### config.mk
export PLATFORM = sky130hd
export DESIGN_NAME = three_eight_decoder_seq
export DESIGN_NICKNAME = d
export VERILOG_FILES = /design/src/rtl/three_eight_decoder_pkg.sv /design/src/rtl/hold_timer.sv /design/src/rtl/three_eight_decoder_seq.sv
export SDC_FILE = /design/constraint.sdc
export NUM_CORES = 1
export LEC_CHECK = 0
export ABC_AREA = 1
export CAP_MARGIN = 20
export CORE_MARGIN = 2
export CORE_UTILIZATION = 45
export DETAILED_ROUTE_END_ITERATION = 8
export PLACE_DENSITY_LB_ADDON = 0.08
export SYNTH_ARGS = -nofsm -noshare
export SYNTH_HDL_FRONTEND = slang
export SYNTH_SLANG_ARGS = --single-unit
### constraint.sdc
create_clock -name clk -period 1.23 [get_ports clk]
set_input_delay 0.246 -clock clk [delete_from_list [all_inputs] [get_ports clk]]
set_output_delay 0.246 -clock clk [all_outputs]
set_load 0.01 [all_outputs]
### src/rtl/three_eight_decoder_pkg.sv
// Shared types and widths for the sequential 3-to-8 decoder.
// Holds the FSM state enumeration and the one-hot decode helper.
package three_eight_decoder_pkg;

  localparam int unsigned CODE_W = 3;
  localparam int unsigned OUT_W  = 8;
  localparam int unsigned CNT_W  = 8;

  typedef enum logic {
    IDLE = 1'b0,
    HOLD = 1'b1
  } state_e;

  function automatic logic [OUT_W-1:0] decode_onehot(input logic [CODE_W-1:0] code);
    logic [OUT_W-1:0] v;
    v       = '0;
    v[code] = 1'b1;
    return v;
  endfunction

endpackage

### src/rtl/hold_timer.sv
// Down-counter that times how long a decoded value is held.
// Loads HOLD_CYCLES-1, decrements to zero and flags zero.
module hold_timer
  import three_eight_decoder_pkg::*;
#(
  parameter int unsigned HOLD_CYCLES = 4
) (
  input  logic clk,
  input  logic rst,
  input  logic i_load,
  input  logic i_dec,
  output logic o_zero
);

  localparam logic [CNT_W-1:0] LoadVal = CNT_W'(HOLD_CYCLES - 1);

  logic [CNT_W-1:0] r_count;
  logic [CNT_W-1:0] w_count_next;
  logic             w_zero;

  assign w_zero = (r_count == '0);

  // Load wins over decrement; the count never wraps below zero.
  always_comb begin
    w_count_next = r_count;
    if (i_load) begin
      w_count_next = LoadVal;
    end else if (i_dec && !w_zero) begin
      w_count_next = r_count - CNT_W'(1);
    end
  end

  always_ff @(posedge clk) begin
    if (rst) begin
      r_count <= '0;
    end else begin
      r_count <= w_count_next;
    end
  end

  assign o_zero = w_zero;

endmodule

### src/rtl/three_eight_decoder_seq.sv
// Sequential 3-to-8 decoder: accepts a code in IDLE, holds its one-hot decode for
// HOLD_CYCLES cycles, then pulses done. Optional THREE_EIGHT_DECODER_SCAN_EN adds scan_en.
module three_eight_decoder_seq
  import three_eight_decoder_pkg::*;
#(
  parameter int unsigned HOLD_CYCLES = 4
) (
  input  logic              clk,
  input  logic              rst,
`ifdef THREE_EIGHT_DECODER_SCAN_EN
  input  logic              scan_en,
`endif
  input  logic              in_valid,
  input  logic [CODE_W-1:0] in_code,
  output logic              in_ready,
  output logic [OUT_W-1:0]  out,
  output logic              out_valid,
  output logic              done
);

  state_e            r_state;
  state_e            w_state_next;
  logic [OUT_W-1:0]  r_out;
  logic              r_out_valid;
  logic              r_done;
  logic              w_accept;
  logic [CODE_W-1:0] w_code;
  logic              w_load;
  logic              w_dec;
  logic              w_zero;
  logic              w_hold_end;

`ifdef THREE_EIGHT_DECODER_SCAN_EN
  logic [CODE_W-1:0] r_scan;
  logic              w_accept_scan;

  // External codes take priority; the scan counter only advances on a self-accept.
  assign w_accept_scan = in_ready && !in_valid && scan_en;
  assign w_accept      = (in_ready && in_valid) || w_accept_scan;
  assign w_code        = in_valid ? in_code : r_scan;

  always_ff @(posedge clk) begin
    if (rst) begin
      r_scan <= '0;
    end else if (w_accept_scan) begin
      r_scan <= r_scan + CODE_W'(1);
    end
  end
`else
  assign w_accept = in_ready && in_valid;
  assign w_code   = in_code;
`endif

  assign w_hold_end = (r_state == HOLD) && w_zero;

  hold_timer #(
    .HOLD_CYCLES(HOLD_CYCLES)
  ) u_hold_timer (
    .clk   (clk),
    .rst   (rst),
    .i_load(w_load),
    .i_dec (w_dec),
    .o_zero(w_zero)
  );

  // State register.
  always_ff @(posedge clk) begin
    if (rst) begin
      r_state <= IDLE;
    end else begin
      r_state <= w_state_next;
    end
  end

  // Next-state logic.
  always_comb begin
    w_state_next = r_state;
    unique case (r_state)
      IDLE: if (w_accept) w_state_next = HOLD;
      HOLD: if (w_zero)   w_state_next = IDLE;
      default: w_state_next = IDLE;
    endcase
  end

  // FSM outputs; in_ready is gated by rst so nothing is accepted during reset.
  always_comb begin
    in_ready = 1'b0;
    w_load   = 1'b0;
    w_dec    = 1'b0;
    unique case (r_state)
      IDLE: begin
        in_ready = !rst;
        w_load   = w_accept;
      end
      HOLD: w_dec = 1'b1;
      default: ;
    endcase
  end

  always_ff @(posedge clk) begin
    if (rst) begin
      r_out       <= '0;
      r_out_valid <= 1'b0;
      r_done      <= 1'b0;
    end else begin
      r_done <= w_hold_end;
      if (w_accept) begin
        r_out       <= decode_onehot(w_code);
        r_out_valid <= 1'b1;
      end else if (w_hold_end) begin
        r_out       <= '0;
        r_out_valid <= 1'b0;
      end
    end
  end

  assign out       = r_out;
  assign out_valid = r_out_valid;
  assign done      = r_done;

endmodule

# == Word level (Yosys, flattened, before mapping) ==
# Cells that the tools add are included.
# totals
register_bits,19
elab_cells,34
inputBits,6
output_inout_bits,11
# op_classes
n_lt_le_gt_ge,2
n_mux,14
n_addsub,1
bitwise,1
reduce_logical,10
# op_table
op,count
two-way mux 8 bit,2
zero test 8 bit,1
two-way mux 1 bit,8
"subtractor 8 x 1 -> 8 bit, second input constant",1
logical AND 1 bit,4
"< comparator 3 x 4 -> 1 bit, second input constant",1
two-way mux 2 bit,2
nonzero test 2 bit,2
demux 1 bit (select 3 bit),1
">= comparator 3 x 1 -> 1 bit, second input constant",1
zero test 1 bit,2
case mux 1 bit (2 select lines),1
OR reduction 2 bit,1
inverter 1 bit,1

# == Logic depth before layout (Yosys ltp) ==
# Gate-level depths: netlist (run 1).
# logic_depth
word_depth,5
depth_mapped,9
ltp_nobuf,9

# == By module ==
# A second synthesis (run 1) with hierarchy kept.
# hier_totals
hier_cells,145
area_unflattened_um2,991.0
# by_module_without_submodules
mod,n_inst,area_per_inst_um2,cells_each
hold_timer,1,519.2,82
three_eight_decoder_seq,1,471.7,63

# == Worst setup path after synthesis (run 1) ==
# Ideal clock, no wire load.
# synth_timing
path_type,register -> register
startpoint,reg u_hold_timer.r_count[0]
endpoint,reg r_out[0] (netlist: out[0])
synth_period_minus_slack_ps,1216
setup_slack_ps,14
arrival_ps,1084
required_time_ps,1098
path_stages_with_launch,8
setup_ps,132
path_cell_list,dfxtp_1 inv_1 ha_1 nand2_2 nor2_4 nand2_2 nand3_1 a21oi_1
# synth_between
elab_chain_cells,3
# synth_lines
element,line_no,source
"start, declared",hold_timer.sv:17,logic [CNT_W-1:0] r_count;
"start signal, assigned",hold_timer.sv:37,r_count <= w_count_next;
zero test 8 bit,hold_timer.sv:21,assign w_zero = (r_count == '0);
logical AND 1 bit,three_eight_decoder_seq.sv:54,assign w_hold_end = (r_state == HOLD) && w_zero;
nonzero test 2 bit (no source line),-,
"end signal, assigned",three_eight_decoder_seq.sv:108,r_out <= decode_onehot(w_code);
"end, declared",three_eight_decoder_seq.sv:23,logic [OUT_W-1:0] r_out;
# No other way between the ends.
# A chain may end at the register's enable or synchronous reset.

# == Final worst setup path (run 1) ==
# layout_timing
startpoint,reg u_hold_timer.r_count[4]
endpoint,reg u_hold_timer.r_count[6]
# layout_between
elab_chain_cells,3
elab_cells_between_ends,4
cone_classes,add/sub: 1; reduce/logical: 3
# layout_lines
element
branches (longest 3 deep; another with subtractor 8 x 1 -> 8 bit)
# Parallel ways; which one is timed is not known.

==> results by group, run 1 <==
Yosys
  – Sequential-to-total area share from yosys stat: 40.1%
  – FF+latch count, synth: 19
  – Post-synthesis cell type count: 20
  – Syn nets: 138
  – Yosys warnings: 0
  – Mapped Cells: between 100 and 150
  – Syn avg cell area: between 7 and 8 um2
  – Mapped Area: 950 um2

Worst setup path
  – Crit-path max cell delay: between 300 and 400 ps
  – Reg-to-Reg End: u_hold_timer.r_count[6]$_SDFFE_PP0P_
  – Reg2reg path depth: 5
  – Crit path DAT: 1470 ps
  – CP required: 1460 ps
  – Worst setup SP type: flip-flop
  – Critical register-to-register path startpoint: u_hold_timer.r_count[4]$_SDFFE_PP0P_
  – Critical Path Fanout Max: 5
  – Crit path max-delay family: compound AO/OA/AOI/OAI gates
  – CP Cell Sequence: nor2_2, nand2_4, o21ai_2, nand2_1, a21oi_1
  – Critical path class: reg2reg
  – FF-to-FF setup slack: -10 ps
  – Critical path endpoint category: flip-flop
  – Worst Path Buf+Inv: 0
  – Slowest-stage cell, CP: dfxtp_1

Timing
  – Max Transition Viols Final: 0
  – Max Clock Skew: 8.31 ps
  – Final worst slack: -11.2 ps
  – Final Cycle Share: 101%
  – Fmax: 806 MHz
  – Final hold violation count: 0
  – Min Tclk post-route: 1240 ps
  – Slew headroom: 84.2%
  – Slew at the pin with the worst max-slew slack: around 240 ps
  – Final setup violation count: 1
  – Unrepaired setup endpoints after global routing: yes

Layout
  – Area of the multi-input gates: 558 um2
  – Number of diodes: 0
  – Sequential cell area: 388 um2
  – Share of post-route cells with drive strength above 1: 25.6%
  – Layout Utilization: approximately two thirds
  – Finished Layout Cells: 187
  – Final net count: about 170
  – Area growth syn-to-layout: 39.1%
  – Fill count: 177

Detailed routing
  – Post-route ant nets: 0
  – DRT Wirelength: 2360 um
  – Via Count: 966
  – Via density per instance: 5.17
  – DRT Pass-1 Iters: 4
  – Routed wire length per instance: 12.6 um
  – DRC Markers: 0
  – Initial DRC Count: 10

Min path
  – Hold Crit Start: rst
  – Hold Crit Class: in2reg
  – Hold Path Sink: out[4]$_SDFFE_PP0P_
  – Hold depth: 3

Clock tree
  – # Post-CTS Setup Buffers: 0
  – Num Clock Sinks: 19
  – Hold_buf cts: 0
  – Worst-path clk slew: 110 ps
  – CTS tree: built
  – CTS Buffer Depth: 2
  – # H-tree levels: 1
  – Clk root buf: clkbuf_4
  – Skew-Pair Late Insertion Delay: 300 ps
  – TritonCTS Buffers: 3

Power and ir drop
  – Max VDD drop: 0.983 mV
  – P_leak: approximately 0.59 nW
  – PwrDens: 1110 nW/um2

Status
  – Status: finished, violations left
  – Failing checks: setup timing

Floorplan
  – Die area: 2490 um2
  – Die Y: 49.9 um
  – Core area: 1980 um2
  – Starting Density: 47.9%
  – Die Wd: between 40 and 50 um
  – Total I/O pin count: 17
  – Core Rows: 16

GRT
  – Largest net degree at the start of global routing: 14
  – Tot GR Track Use: 21.0%
  – Initial antenna violation count: 0
  – Vias in the first global route: roughly 910
  – GR Overflow Total: 0
  – Global-route wire length before repair: between 3000 and 4000 um

Place
  – GPL Wtd Cong: 0.807
  – Placed cells: 182
  – DP Wirelength: 1580 um
  – Pre-CTS setup slack: -364 ps
  – PortBufs: 16

Run
  – Max-cap viol count: 0
==> Yosys cell counts <==
library cell | count | share of area (%)
nand2_2 | 2 | 1.3
clkbuf_1 | 1 | 0.39
inv_1 | 14 | 5.5
nand2_1 | 24 | 9.5
o21ai_0 | 2 | 1.1
ha_1 | 2 | 2.6
nand3_1 | 13 | 6.9
a21boi_0 | 1 | 0.79
nor2_1 | 13 | 5.1
buf_4 | 1 | 0.79
nand2_4 | 2 | 2.4
nor2_2 | 2 | 1.3
dfxtp_1 | 19 | 40
o21ai_1 | 3 | 1.6
and2_1 | 1 | 0.66
a21oi_1 | 16 | 8.4
o21ai_4 | 1 | 1.7
nand4_1 | 9 | 5.9
inv_2 | 1 | 0.39
nor2_4 | 3 | 3.6
==> repair_timing <==
action,in CTS,in global routing
resized for setup,20,18
cloned,1,0
endpoints found under the setup margin,29,19
pin swaps,5,8
endpoints found under the hold margin,0,0
==> cell usage in the layout, fill, tap and decap left out, types with 2 or more instances in the layout <==
| master | count |
|---|---|
| nand4_1 | 9 |
| nor2_2 | 5 |
| nor2_4 | 4 |
| inv_1 | 12 |
| dlygate4sd2_1 | 9 |
| inv_4 | 2 |
| buf_12 | 2 |
| clkbuf_4 | 3 |
| dfxtp_2 | 3 |
| nor2_1 | 9 |
| nand2_1 | 23 |
| o21ai_1 | 4 |
| dfxtp_1 | 15 |
| buf_4 | 9 |
| clkdlybuf4s50_1 | 4 |
| nand3_1 | 12 |
| nand2_4 | 4 |
| a21oi_1 | 16 |
==> flip-flops by register name, summed over array words and instances (netlist names) <==
signal and cells:
out 8, u_hold_timer.r_count 8, done 1, out_valid 1, r_state 1
==> final cells by class <==
type	count	area share (%)
multi-input cells	95	42.2
flip-flops and latches	19	29.4
repair buffers	27	19.2
inverters	15	4.64
well taps	27	2.56
clock buffers	4	1.99
==> routing by layer <==
metal	global-route usage, %	up-vias	wire length [um]
met2	32.4	29	1100
met3	6.36	6	122
li1	-	496	-
met5	0	-	0
met4	5.09	0	36
met1	28.5	435	1100
==> worst reg2reg max path, delay by kind of cell, from the launching register on <==
family	cells	cell delay (ps)
DFF	1	370
AOI/OAI and AO/OA	2	430
and+or+nand+nor	3	370
==> how the worst max path moves through the flow <==
stage	to	cells after the start	from
floorplan	out[0]$_SDFFE_PP0P_	7	u_hold_timer.r_count[0]$_SDFFE_PP0P_
global placement	in_ready	3	rst
detailed placement	in_ready	3	rst
CTS	in_ready	3	rst
global route	u_hold_timer.r_count[0]$_SDFFE_PP0P_	8	u_hold_timer.r_count[0]$_SDFFE_PP0P_
finish	u_hold_timer.r_count[6]$_SDFFE_PP0P_	5	u_hold_timer.r_count[4]$_SDFFE_PP0P_
==> per-stage QoR <==
stage                     power (W)  TNS, ps  hold WS (ps)  area [um2]
final                       0.00147    -11.2           358        1320
after CTS                   0.00145    -53.3           482        1290
after global routing        0.00156     -305           367        1320
after floorplan            0.000951        0           315         950
after detailed placement    0.00111    -4530           471        1240
after global placement      0.00109    -3740           452        1240
==> power by group <==
part	internal [W]	switching (W)	leakage, nW
Sequential	0.000646	0.0000254	0.156
Combinational	0.000202	0.000281	0.415
Clock	0.000126	0.000187	0.0150
Total	0.000975	0.000493	0.586
==> kinds of logic after synthesis <==
logic type	share of synthesized area [%]
adder cells (fa/ha/maj)	2.63
flip-flops	40.1
AND/OR/NAND/NOR	36.6
buffers and inverters	7.11
AO/OA/AOI/OAI	13.6
(Power assumes the default switching activity.)
==> run 2, diff against run 1 <==
- TNS_END_PERCENT: default -> 20
==> results by group, run 2 (synthesis results as in run 1) <==
Detailed routing
  – DRT Pass-1 Iters: 4 (unchanged)
  – Routed wire length per instance: 12.1 um (was 12.6 um)
  – Via Count: 949 (was 966)
  – DRC Markers: 0 (unchanged)
  – Via density per instance: 5.02 (was 5.17)
  – Post-route ant nets: 0 (unchanged)
  – Initial DRC Count: 9 (was 10)
  – DRT Wirelength: 2300 um (was 2360 um)

Power and ir drop
  – Total power: 0.00145 W (was 0.00147 W)
  – PwrDens: 1110 nW/um2 (about the same)
  – Max VDD drop: 0.984 mV (was 0.983 mV)
  – P_leak: 0.589 nW (was 0.586 nW)

Status
  – Failing checks: setup timing (unchanged)
  – Status: finished, violations left (unchanged)

Layout
  – Commonest non-fill, non-tap cells in the layout: nand2_1, a21oi_1, dfxtp_1, nand3_1, inv_1 (was nand2_1, a21oi_1, dfxtp_1, inv_1, nand3_1)
  – Area growth syn-to-layout: 38.1% (was 39.1%)
  – Share of post-route cells with drive strength above 1: 23.5% (was 25.6%)
  – Final net count: 171 (was 169)
  – Final instance area: 1310 um2 (was 1320 um2)
  – Finished Layout Cells: 189 (was 187)
  – Commonest non-fill, non-tap cell in the layout: nand2_1 (unchanged)
  – Number of diodes: 0 (unchanged)

Run
  – Max-cap viol count: 0 (unchanged)

GRT
  – Global-route wire length before repair: 3840 um (was 3970 um)
  – Vias in the first global route: 887 (was 909)
  – GR Overflow Total: 0 (unchanged)
  – Met2 GRT Util: 30.2% (was 32.4%)
  – Largest net degree at the start of global routing: 14 (unchanged)
  – Global route hottest layer: met2 (unchanged)
  – Met3 Track Usage GR: 6.36% (unchanged)
  – Met1 GRT Util: 27.9% (was 28.5%)
  – Initial antenna violation count: 0 (unchanged)
  – Tot GR Track Use: 20.0% (was 21.0%)

Floorplan
  – Die Wd: 49.9 um (unchanged)
  – Die area: 2490 um2 (unchanged)
  – Starting Density: 47.9% (unchanged)
  – Core area: 1980 um2 (unchanged)
  – Die Y: 49.9 um (unchanged)
  – Core Rows: 16 (unchanged)
  – Total I/O pin count: 17 (unchanged)

Clock tree
  – Clk root buf: clkbuf_4 (unchanged)
  – Worst-path clk slew: 110 ps (about the same)
  – Hold_buf cts: 0 (unchanged)
  – # H-tree levels: 1 (unchanged)
  – TritonCTS Buffers: 3 (unchanged)
  – Num Clock Sinks: 19 (unchanged)
  – CTS tree: built (unchanged)
  – CTS Buffer Depth: 2 (unchanged)
  – Skew-Pair Late Insertion Delay: 300 ps (about the same)

Worst setup path
  – Critical path endpoint category: output pin (was flip-flop)
  – Crit path DAT: 1040 ps (was 1470 ps)
  – Critical path class: in2out (was reg2reg)
  – Worst setup SP type: input port (was flip-flop)
  – Critical Path Fanout Max: 2 (was 5)
  – CP required: 980 ps (was 1460 ps)

Place
  – Dpl cell area: 1240 um2 (unchanged)
  – Placed cells: 182 (unchanged)
  – Pre-CTS setup slack: -364 ps (unchanged)
  – PortBufs: 16 (unchanged)
  – GPL Wtd Cong: 0.807 (unchanged)
  – DP Wirelength: 1580 um (unchanged)

Timing
  – Fmax: 776 MHz (was 806 MHz)
  – Slew at the pin with the worst max-slew slack: 249 ps (was 237 ps)
  – Final worst slack: -58.7 ps (was -11.2 ps)
  – Unrepaired setup endpoints after global routing: yes (unchanged)
  – Final Cycle Share: 105% (was 101%)
  – Final hold violation count: 0 (unchanged)
  – Slew headroom: 83.4% (was 84.2%)
  – Min Tclk post-route: 1290 ps (was 1240 ps)
  – Fin Hold WS: 481 ps (was 358 ps)
  – Max Transition Viols Final: 0 (unchanged)
  – Max Clock Skew: 11.1 ps (was 8.31 ps)
  – Final setup violation count: 2 (was 1)

Min path
  – Hold Crit Class: reg2reg (was in2reg)
==> run 2: metal layers <==
layer | wire [um] | share of wire, % | vias to the layer above
met5 | 0 | 0 | -
li1 | - | - | 496
met2 | 1070 | 47 | 20
met1 | 1100 | 48 | 429
met4 | 28 | 1.2 | 0
met3 | 96 | 4.2 | 4
==> run 2: area by class of cell <==
| class | count | area [um2] |
|---|---|---|
| Timing Repair Buffer | 30 | 277 |
| Fill cell | 171 | 671 |
| Clock buffer | 4 | 26.3 |
| Inverter | 15 | 58.8 |
| Sequential cell | 19 | 384 |
| Multi-Input combinational cell | 94 | 532 |
| Tap cell | 27 | 33.8 |
==> run 2: worst max-delay path: stages <==
cell	delay, ps
clkdlybuf4s50_1	430
nor2_2	130
clkdlybuf4s15_2	240
==> run 2: worst paths after layout <==
check / from / endpoint / slack (ps) / depth (start not counted)
setup / recovery: rst / in_ready / -60 / 3
hold / removal: out_valid$_SDFFE_PP0P_ / out_valid$_SDFFE_PP0P_ / 480 / 2
setup reg to reg: u_hold_timer.r_count[0]$_SDFFE_PP0P_ / u_hold_timer.r_count[6]$_SDFFE_PP0P_ / -30 / 7
hold reg to reg: out_valid$_SDFFE_PP0P_ / out_valid$_SDFFE_PP0P_ / 480 / 2
==> run 2: where the power goes <==
group          internal, W  switching, W  leakage, nW
sequential        0.000647     0.0000231        0.156
clock             0.000126      0.000185       0.0150
combinational     0.000202      0.000265        0.419
total             0.000976      0.000474        0.589
==> run 2: timing repair <==
item / CTS / global route
buffers inserted: 0 / 3
pin swaps: 4 / 9
hold endpoints to repair: 0 / 0
gates resized for setup: 16 / 11
setup endpoints to repair: 29 / 17
==> run 2: through the flow <==
step	util, %	setup TNS, ps
2_1_floorplan	-	0
3_3_place_gp	62.6	-3740
3_5_place_dp	62.6	-4530
4_1_cts	63.6	-115
5_1_grt	66.2	-662
6_report	66.2	-90.0
